File: config.mk
export PLATFORM = sky130hd
export DESIGN_NAME = multi_servo_ramp_ctrl
export DESIGN_NICKNAME = d
export VERILOG_FILES = /design/src/rtl/multi_servo_ramp_ctrl.sv
export SDC_FILE = /design/constraint.sdc
export NUM_CORES = 1
export LEC_CHECK = 0
export CORE_ASPECT_RATIO = 0.75
export CORE_MARGIN = 1
export CORE_UTILIZATION = 55
export CTS_CLUSTER_SIZE = 16
export DETAILED_ROUTE_END_ITERATION = 12
export PLACE_DENSITY_LB_ADDON = 0.12
export SLEW_MARGIN = 20
export SYNTH_ARGS = -nofsm -noshare
export SYNTH_HDL_FRONTEND = slang
export SYNTH_SLANG_ARGS = --single-unit
File: constraint.sdc
create_clock -name clk -period 4.6 [get_ports clk]
set_input_delay 0.46 -clock clk [delete_from_list [all_inputs] [get_ports clk]]
set_output_delay 0.46 -clock clk [all_outputs]
set_load 0.05 [all_outputs]
File: src/rtl/multi_servo_ramp_ctrl.sv
// -----------------------------------------------------------------------------
// multi_servo_ramp_ctrl
//
// Drives NUM_CH hobby servos from one shared PWM frame counter. Each channel
// takes CW/CCW step commands and a low-active sensor override that parks the
// servo at MAX_PULSE for HOLD_CYC cycles before it returns to centre.
// The applied pulse width (cur) follows the target once per frame.
//
// Build option:
//   SERVO_RAMP_EN defined   : cur moves at most RAMP_CYC per frame (slew limit).
//   SERVO_RAMP_EN undefined : cur snaps to target at every frame boundary.
// -----------------------------------------------------------------------------
module multi_servo_ramp_ctrl #(
  parameter int NUM_CH     = 4,
  parameter int PERIOD_CYC = 1_000_000,
  parameter int MIN_PULSE  = 25_000,
  parameter int MAX_PULSE  = 125_000,
  parameter int STEP_CYC   = 50_000,
  parameter int RAMP_CYC   = 2_500,
  parameter int HOLD_CYC   = 200_000_000,
  parameter int DEB_CYC    = 1_000
) (
  input  logic              clk,
  input  logic              rst_n,
  input  logic [NUM_CH-1:0] sensor_n,
  input  logic [NUM_CH-1:0] cw_cmd,
  input  logic [NUM_CH-1:0] ccw_cmd,
  output logic [NUM_CH-1:0] servo_pwm,
  output logic [NUM_CH-1:0] busy,
  output logic [NUM_CH-1:0] override,
  output logic              frame_start
);

  // Widths: pulse registers, one extra bit for sums, frame/hold/debounce counters.
  localparam int PW   = $clog2(MAX_PULSE + 1);
  localparam int PX   = PW + 1;
  localparam int FW   = (PERIOD_CYC > 1) ? $clog2(PERIOD_CYC) : 1;
  localparam int CMPW = (PW > FW) ? PW : FW;
  localparam int HW   = (HOLD_CYC > 1) ? $clog2(HOLD_CYC) : 1;
  localparam int DW   = (DEB_CYC > 1) ? $clog2(DEB_CYC) : 1;

`ifdef SERVO_RAMP_EN
  localparam bit RAMP_EN = 1'b1;
`else
  localparam bit RAMP_EN = 1'b0;
`endif

  // Without slew limiting the per-frame limit covers the whole travel range,
  // so the same ramp datapath degenerates into cur <= target.
  localparam int SLEW_LIM = RAMP_EN ? RAMP_CYC : MAX_PULSE;

  localparam logic [FW-1:0] FRAME_LAST = FW'(PERIOD_CYC - 1);
  localparam logic [HW-1:0] HOLD_LAST  = HW'(HOLD_CYC - 1);
  localparam logic [DW-1:0] DEB_LAST   = DW'(DEB_CYC - 1);

  localparam logic [PW-1:0] MIN_P    = PW'(MIN_PULSE);
  localparam logic [PW-1:0] MAX_P    = PW'(MAX_PULSE);
  localparam logic [PW-1:0] CENTER_P = PW'((MIN_PULSE + MAX_PULSE) / 2);

  localparam logic [PX-1:0] MAX_X   = PX'(MAX_PULSE);
  localparam logic [PX-1:0] STEP_X  = PX'(STEP_CYC);
  localparam logic [PX-1:0] FLOOR_X = PX'(MIN_PULSE + STEP_CYC);
  localparam logic [PX-1:0] SLEW_X  = PX'(SLEW_LIM);

  typedef enum logic {
    ST_IDLE = 1'b0,
    ST_HOLD = 1'b1
  } ch_state_e;

  // ---------------------------------------------------------------------------
  // Shared frame counter
  // ---------------------------------------------------------------------------
  logic [FW-1:0] frame_q;
  logic [FW-1:0] frame_d;
  logic          frame_last;
  logic          frame_start_q;

  assign frame_last = (frame_q == FRAME_LAST);
  assign frame_d    = frame_last ? '0 : frame_q + 1'b1;

  // Frame counter and the registered frame-start marker.
  // NOTE: state registers use non-blocking assignments so every flop samples
  // the pre-edge values and simulation order cannot change the result.
  always_ff @(posedge clk or negedge rst_n) begin
    if (!rst_n) begin
      frame_q       <= '0;
      frame_start_q <= 1'b0;
    end else begin
      frame_q       <= frame_d;
      frame_start_q <= (frame_q == '0);
    end
  end

  assign frame_start = frame_start_q;

  // ---------------------------------------------------------------------------
  // Per-channel logic
  // ---------------------------------------------------------------------------
  for (genvar i = 0; i < NUM_CH; i++) begin : g_ch
    logic            sync1_q;
    logic            sync2_q;
    logic            stable_q;
    logic [DW-1:0]   deb_cnt_q;
    ch_state_e       state_q;
    logic [HW-1:0]   hold_cnt_q;
    logic [PW-1:0]   tgt_q;
    logic [PW-1:0]   tgt_cmd_d;
    logic [PW-1:0]   cur_q;
    logic [PW-1:0]   cur_d;
    logic [PX-1:0]   tgt_x;
    logic [PX-1:0]   cur_x;
    logic [PX-1:0]   up_x;
    logic [PX-1:0]   diff_x;
    logic            ovr_q;
    logic            pwm_q;
    logic            busy_q;

    assign tgt_x = {1'b0, tgt_q};
    assign cur_x = {1'b0, cur_q};
    assign up_x  = tgt_x + STEP_X;

    // Two-flop synchroniser for the asynchronous sensor input (idle high).
    always_ff @(posedge clk or negedge rst_n) begin
      if (!rst_n) begin
        sync1_q <= 1'b1;
        sync2_q <= 1'b1;
      end else begin
        sync1_q <= sensor_n[i];
        sync2_q <= sync1_q;
      end
    end

    // Debounce: adopt the synchronised level only after it has differed from
    // the stable value for DEB_CYC consecutive cycles; any agreement restarts.
    always_ff @(posedge clk or negedge rst_n) begin
      if (!rst_n) begin
        stable_q  <= 1'b1;
        deb_cnt_q <= '0;
      end else if (sync2_q == stable_q) begin
        deb_cnt_q <= '0;
      end else if (deb_cnt_q == DEB_LAST) begin
        stable_q  <= sync2_q;
        deb_cnt_q <= '0;
      end else begin
        deb_cnt_q <= deb_cnt_q + 1'b1;
      end
    end

    // Command target: saturating step up/down, conflicting commands ignored.
    // NOTE: every output of a combinational block gets a default first, so no
    // path through the if/else can leave it unassigned and infer a latch.
    always_comb begin
      tgt_cmd_d = tgt_q;
      if (cw_cmd[i] && !ccw_cmd[i]) begin
        tgt_cmd_d = (up_x > MAX_X) ? MAX_P : up_x[PW-1:0];
      end else if (ccw_cmd[i] && !cw_cmd[i]) begin
        tgt_cmd_d = (tgt_x < FLOOR_X) ? MIN_P : PW'(tgt_x - STEP_X);
      end
    end

    // Sensor override FSM: a trigger parks the target at MAX_PULSE for
    // HOLD_CYC cycles; commands are honoured only while idle.
    always_ff @(posedge clk or negedge rst_n) begin
      if (!rst_n) begin
        state_q    <= ST_IDLE;
        tgt_q      <= CENTER_P;
        hold_cnt_q <= '0;
        ovr_q      <= 1'b0;
      end else begin
        case (state_q)
          ST_IDLE: begin
            if (!stable_q) begin
              state_q    <= ST_HOLD;
              tgt_q      <= MAX_P;
              hold_cnt_q <= '0;
              ovr_q      <= 1'b1;
            end else begin
              tgt_q <= tgt_cmd_d;
            end
          end
          ST_HOLD: begin
            if (hold_cnt_q == HOLD_LAST) begin
              state_q <= ST_IDLE;
              tgt_q   <= CENTER_P;
              ovr_q   <= 1'b0;
            end else begin
              hold_cnt_q <= hold_cnt_q + 1'b1;
            end
          end
          default: begin
            state_q <= ST_IDLE;
            ovr_q   <= 1'b0;
          end
        endcase
      end
    end

    // Next applied pulse width: move toward target by at most SLEW_LIM.
    always_comb begin
      cur_d  = cur_q;
      diff_x = '0;
      if (tgt_x > cur_x) begin
        diff_x = tgt_x - cur_x;
        cur_d  = (diff_x > SLEW_X) ? PW'(cur_x + SLEW_X) : tgt_q;
      end else if (cur_x > tgt_x) begin
        diff_x = cur_x - tgt_x;
        cur_d  = (diff_x > SLEW_X) ? PW'(cur_x - SLEW_X) : tgt_q;
      end
    end

    // Applied width changes only on the last frame cycle, so every pulse
    // starts and ends with one consistent width (glitch-free).
    always_ff @(posedge clk or negedge rst_n) begin
      if (!rst_n) begin
        cur_q <= CENTER_P;
      end else if (frame_last) begin
        cur_q <= cur_d;
      end
    end

    // Registered PWM compare and busy flag.
    always_ff @(posedge clk or negedge rst_n) begin
      if (!rst_n) begin
        pwm_q  <= 1'b0;
        busy_q <= 1'b0;
      end else begin
        pwm_q  <= (CMPW'(frame_q) < CMPW'(cur_q));
        busy_q <= (cur_q != tgt_q);
      end
    end

    assign servo_pwm[i] = pwm_q;
    assign busy[i]      = busy_q;
    assign override[i]  = ovr_q;
  end

endmodule

==> impl_metrics.json, run 1 <==
{
  "synth_fa_ha_area_share_pct": 9.94,
  "drtIter0Drc": 3239,
  "synthMuxAreaShare_pct": 0.921,
  "rsz0062_at_grt": "no",
  "fin_util_pct": 59.7,
  "synth-simple-area-share_pct": 22.8,
  "dp_hpwl_um": 62600,
  "yosys_register_bits": 317,
  "synth_top_area_share_pct": 21.5,
  "clk_latency_ns": 0.57,
  "cts_tree": "yes",
  "num-fill-cells": 4495,
  "p_sw_mw": 1.36,
  "first_global_vias": 25000,
  "synth_area_leader_cell": "dfrtp_1",
  "synthXorXnorAreaFrac_pct": 5.76,
  "critPathKind": "reg -> reg",
  "ys_seq_area_share_pct": 28.7,
  "clk_path_buf_depth": 3,
  "syn_area_mm2": 0.0280,
  "highest_layer": "met4",
  "crit_required_ns": 5.11,
  "antenna_cells": 0,
  "fin_hold_ws_ns": 0.288,
  "fmax_mhz": 232,
  "cts_resized": 0,
  "crit_arrival_ns": 4.82,
  "tns_ns": 0,
  "synth_edf_count": 0,
  "pin_count": 27,
  "wl_met3_um": 6780,
  "clock_sinks": 317,
  "power_density_mw_per_mm2": 198,
  "grt_max_degree": 90,
  "grt-ovfl-total": 0,
  "gp_congestion": 1.03,
  "grt_usage_pct": 31.9,
  "finalMaxSlewViolations": 0,
  "synth_warnings": 0,
  "grt_antenna_before_repair": 2,
  "synth.area.top_cells": "dfrtp_1 22%, ha_1 9.7%, dfstp_2 7.1%, a21oi_1 4.6%, o21ai_0 4.5%",
  "irDropWorstVdd_mv": 0.320,
  "clk_pin_slew_ns": 0.07,
  "synth_top_family_by_area": "compound AO/OA/AOI/OAI gates",
  "drt_wl_total_um": 84600,
  "core.rowCount": 71,
  "area.growth.synth_to_final_pct": 7.07,
  "fin_crit_sh_pct": 93.8,
  "synth_compound_area_share_pct": 26.3,
  "p_clk_share_pct": 49.9,
  "max-slew-margin-rel_pct": 29.4,
  "end_kind": "flip-flop",
  "final_nets": 3735,
  "final_area_mm2": 0.0300,
  "die_h_um": 197,
  "p_sw_share_pct": 22.9,
  "yosysUniqueCellTypes": 100,
  "start_util_pct": 55.8,
  "dieArea_mm2": 0.0518,
  "wl_per_cell_um": 20.2,
  "die_x_um": 263,
  "sequentialPowerShare_pct": 47.4,
  "drive_above_1_share_pct": 7.26,
  "avgSynthCellArea_um2": 7.87,
  "io_buffer_count": 26,
  "cts_inserted_buffers": 36,
  "antenna_left": 0,
  "combPwrFrac_pct": 2.7,
  "multiInputGateArea_mm2": 0.0184,
  "crit_path_max_fanout": 14,
  "cp-start-kind": "flip-flop",
  "fin_worst_skew_ns": 0.0375,
  "met1_length_um": 40400,
  "min_delay_path_depth": 1,
  "synth-async-reset-ratio_pct": 100,
  "hold_viol": 0,
  "static-leakage-power_nw": 12.7,
  "drt_first_pass_iters": 6,
  "grt_pass1_wl_um": 136000,
  "worst_pin_slew_ns": 1.05,
  "holdCritPathClass": "in -> reg",
  "intPower_mw": 4.58,
  "seqCellArea_mm2": 0.00803,
  "reg2regPathDepth": 11,
  "coreArea_mm2": 0.0502,
  "vias_per_cell": 6.58,
  "drc": 0,
  "ys.flop_type": "dfrtp_1",
  "setup_viol": 0,
  "cap_violations": 0,
  "wl_met2_um": 36000,
  "dpl_cell_area_mm2": 0.0288,
  "vias": 27500,
  "root_buffer": "clkbuf_16",
  "netlist_instances": 3559,
  "status": "completed",
  "p_total_mw": 5.94,
  "synthesis.nets": 3793,
  "h-tree-depth": 2,
  "min_period_ns": 4.31
}
## metrics by stage
stage / setup WS [ns] / cells
after floorplan: 0.898 / 3559
after global placement: 0.449 / 4119
after detailed placement: 0.462 / 4119
after CTS: 0.444 / 4184
after global routing: 0.0382 / 4184
final: 0.286 / 4184
## Yosys cell counts (30+ instances only)
cell	instances
clkbuf_1	126
and3_1	71
inv_1	193
a211oi_1	47
nand4_1	68
a21oi_1	255
o31ai_1	34
nor2b_1	47
a21o_1	72
buf_2	41
ha_1	216
o21ai_1	30
nand2b_1	44
xor2_1	104
nand3_1	165
a31oi_1	66
nor3_1	95
dfstp_2	76
and2_1	35
o21ai_0	253
nor2_1	305
o22ai_1	59
xnor2_1	80
or3_1	34
nor4_1	41
dfrtp_1	241
nand2_1	319
## metal layers
layer  up-vias  global-route usage, %
li1      12900                      -
met1     13300                   48.5
met2      1185                   47.7
met3       107                   4.24
met4         0                   7.45
met5         -                      0
## state kept, by name, summed over array words and instances, names as in the netlist
name and flops:
g_ch.sync2_q 4, g_ch.cur_q 60, frame_q 20, frame_start 1, g_ch.hold_cnt_q 112, g_ch.deb_cnt_q 40, g_ch.stable_q 4, g_ch.sync1_q 4
g_ch.tgt_q 56, g_ch.pwm_q 4, g_ch.state_q 4, g_ch.ovr_q 4, g_ch.busy_q 4
## placed cells by master (no fill, tap or decap), drive strengths merged, types with 50 or more instances in the layout
cell type / count
inv: 194
o22ai: 59
dfrtp: 241
nand3: 165
xnor2: 80
o21ai: 284
a21o: 72
nor3: 96
xor2: 104
ha: 216
nand4: 68
clkbuf: 50
nand2: 319
dfstp: 76
a31oi: 67
nor2: 305
a21oi: 256
buf: 68
and3: 71
## cell type report
class,count,area share (%)
clock buffers,50,3.28
clock inverters,14,0.639
inverters,200,2.50
multi-input cells,2852,61.4
flip-flops and latches,317,26.8
well taps,657,2.74
repair buffers,94,2.68
## what timing repair did
item,4_1_cts,5_1_grt
buffers inserted,0,0
hold buffers,1,0
endpoints found under the hold margin,40,0
## critical path, cell delays in order, from the launching register on
cell and delay [ns]:
dfrtp_1 0.52, inv_1 0.22, ha_1 0.57, nand4_1 0.19, nor3_1 0.62, nand4_1 0.40, a32o_1 0.33, nor4_2 0.20
a32oi_2 0.27, and2_4 0.30, a2111oi_1 0.49, a21o_1 0.13
## power by group through the flow
stage | clock [mW] | sequential (mW) | combinational (mW)
after floorplan | 0 | 2.86 | 0.0634
final | 2.97 | 2.82 | 0.159
after CTS | 3.03 | 2.81 | 0.162
after global routing | 3.13 | 2.82 | 0.181
after detailed placement | 0 | 2.86 | 0.161
after global placement | 0 | 2.86 | 0.156
## kinds of logic (layout without fill, tap and decap cells)
logic type	Yosys count	in the layout
XOR/XNOR	184	184
adder cells (fa/ha/maj)	220	220
multiplexers	25	25
buffers and inverters	390	358
AO/OA/AOI/OAI	1123	1123
flip-flops	317	317
AND/OR/NAND/NOR	1300	1300
## worst paths after layout
check / endpoint / slack (ns) / from
setup reg to reg: g_ch[2].cur_q[13] / 0.29 / g_ch[2].tgt_q[8]
setup / recovery: g_ch[2].cur_q[13] / 0.29 / g_ch[2].tgt_q[8]
hold / removal: g_ch[1].sync1_q / 0.29 / sensor_n[1]
min in group asynchronous: g_ch[1].tgt_q[14] / 0.44 / rst_n
max in group asynchronous: g_ch[0].cur_q[14] / 3.02 / rst_n
hold reg to reg: g_ch[2].sync2_q / 0.35 / g_ch[2].sync1_q
Power figures use the tool's default switching activity.
==> inputs of run 2 (changes only) <==
--- a/config.mk
+++ b/config.mk
@@ -5,13 +5,14 @@
 export SDC_FILE = /design/constraint.sdc
 export NUM_CORES = 1
 export LEC_CHECK = 0
+export CAP_MARGIN = 10
 export CORE_ASPECT_RATIO = 0.75
 export CORE_MARGIN = 1
 export CORE_UTILIZATION = 55
 export CTS_CLUSTER_SIZE = 16
 export DETAILED_ROUTE_END_ITERATION = 12
 export PLACE_DENSITY_LB_ADDON = 0.12
-export SLEW_MARGIN = 20
+export SLEW_MARGIN = 40
 export SYNTH_ARGS = -nofsm -noshare
 export SYNTH_HDL_FRONTEND = slang
 export SYNTH_SLANG_ARGS = --single-unit
==> run 2 against run 1 <==
Against the previous run: final cell count about the same; count of clock-buffer cells in the layout up 1; clock power about the same; sequential power about the same; fmax up 0.75%.
==> impl_metrics.json, run 2 (synthesized netlist as in run 1, its figures left out) <==
{
  "path_cells": "inv_1, ha_1, nor2_1, a211oi_1, mux2i_1, a2111oi_0, a31oi_1, nand3_1, a21oi_1, buf_4, or3_1, a31oi_1, o21ai_0",
  "rsz0062_at_grt": "no",
  "fin_worst_skew_ns": 0.0128,
  "tns_ns": 0,
  "top_register": "g_ch.hold_cnt_q",
  "place_inst": 4119,
  "num-fill-cells": 4466,
  "cts_resized": 0,
  "power_density_mw_per_mm2": 198,
  "regToRegEndpoint": "g_ch[1].cur_q[14]",
  "drt_wl_total_um": 85000,
  "vias": 27700,
  "cts_tree": "yes",
  "drtIter0Drc": 3230,
  "grt_usage_pct": 32.1,
  "grt_max_degree": 90,
  "clk_path_buf_depth": 3,
  "static-leakage-power_nw": 12.7,
  "start_util_pct": 55.8,
  "mostFrequentLayoutCells": "319 x nand2_1, 303 x nor2_1, 254 x a21oi_1",
  "setup_viol": 0,
  "antenna_cells": 0,
  "end_kind": "flip-flop",
  "coreArea_mm2": 0.0502,
  "antenna_left": 0,
  "status": "completed",
  "core.rowCount": 71,
  "critPathKind": "reg -> reg",
  "multiInputGateArea_mm2": 0.0184,
  "pin_count": 27,
  "grt-ovfl-total": 0,
  "drt_first_pass_iters": 5,
  "holdCritPathClass": "in -> reg",
  "finalMaxSlewViolations": 0,
  "dp_hpwl_um": 62500,
  "crit_arrival_ns": 4.72,
  "irDropWorstVdd_mv": 0.272,
  "crit_required_ns": 5.04,
  "min_period_ns": 4.28,
  "vias_per_cell": 6.62,
  "gp_congestion": 1.03,
  "h-tree-depth": 2,
  "grt_antenna_before_repair": 1,
  "cp-start-kind": "flip-flop",
  "seqCellArea_mm2": 0.00803,
  "fin_util_pct": 59.8,
  "grt_pass1_wl_um": 137000,
  "worst_pin_slew_ns": 0.828,
  "root_buffer": "clkbuf_16",
  "wl_per_cell_um": 20.3,
  "max_stage_delay_ns": 0.65,
  "min_delay_path_depth": 1,
  "path_common_cell": "a31oi_1",
  "final_common_cell": "nand2_1",
  "drc": 0,
  "max-slew-margin-rel_pct": 44.3,
  "rrSetupSlack_ns": 0.32,
  "fin_cells": 4187,
  "cap_violations": 0,
  "first_global_vias": 25100,
  "fmax_mhz": 234,
  "die_x_um": 263,
  "hold_viol": 0,
  "p_total_mw": 5.95,
  "dieArea_mm2": 0.0518,
  "io_buffer_count": 26,
  "holdPathEnd": "g_ch[2].sync1_q",
  "cts_inserted_buffers": 37,
  "postCtsSetupBuffers": 0,
  "clock_sinks": 317,
  "min_from": "sensor_n[2]",
  "top_regs": "g_ch.hold_cnt_q: 112 flops, g_ch.cur_q: 60 flops, g_ch.tgt_q: 56 flops",
  "rr_startpoint": "g_ch[1].tgt_q[6]",
  "drive_above_1_share_pct": 7.59,
  "critPathSlowestCell": "dfstp_2",
  "hold_buffers": 1,
  "clk_latency_ns": 0.57,
  "die_h_um": 197,
  "reg2regPathDepth": 13,
  "largest_reg_flops": 112,
  "crit_path_max_fanout": 21,
  "area.growth.synth_to_final_pct": 7.26,
  "clk_pin_slew_ns": 0.06,
  "final_nets": 3736,
  "fin_crit_sh_pct": 93.1
}
run 2: worst max-delay path: cells and delay by family (launching register included):
family,cells,cell delay [ns]
AOI/OAI and AO/OA,6,1.56
and+or+nand+nor,3,0.73
DFF,1,0.65
adders and majority gates,1,0.61
buffers and inverters,2,0.45
muxes,1,0.14
run 2: metal layers:
layer	up-vias	GRT usage, %	wire length [µm]
li1	12900	-	-
met1	13300	48.9	40100
met4	0	8.56	1840
met2	1252	47.1	35800
met3	161	4.43	7300
met5	-	0	0
run 2: cell type report:
cell class                 instances  area share [%]
inverter                         200            2.50
sequential                       317            26.7
timing repair buffer              94            2.67
tap                              657            2.74
clock inverter                    16           0.537
clock buffer                      51            3.42
multi-input combinational       2852            61.4
run 2: worst max path at each step:
stage	slack (ns)	endpoint	cells after the start	from
floorplan	0.90	g_ch[0].cur_q[15]	15	g_ch[0].tgt_q[7]
global route	0.06	g_ch[1].cur_q[14]	11	g_ch[1].tgt_q[10]
global placement	0.45	g_ch[0].cur_q[16]	12	g_ch[0].tgt_q[7]
CTS	0.43	g_ch[2].cur_q[13]	11	g_ch[2].tgt_q[8]
detailed placement	0.47	g_ch[2].cur_q[14]	11	g_ch[2].tgt_q[8]
finish	0.32	g_ch[1].cur_q[14]	13	g_ch[1].tgt_q[6]
run 2: power breakdown:
part | total [mW] | leakage [nW] | switching [mW] | internal (mW)
registers | 2.82 | 3.97 | 0.00877 | 2.81
clock network | 2.98 | 0.585 | 1.28 | 1.69
logic | 0.159 | 8.16 | 0.114 | 0.0444
total | 5.95 | 12.7 | 1.41 | 4.54
run 2: per-stage QoR:
stage	area (µm²)	worst slack (ns)	hold WS, ns
global placement	28800	0.449	0.346
global route	30000	0.0636	0.289
detailed placement	28800	0.468	0.347
floorplan	28000	0.898	0.164
finish	30000	0.318	0.296
CTS	30000	0.425	0.268
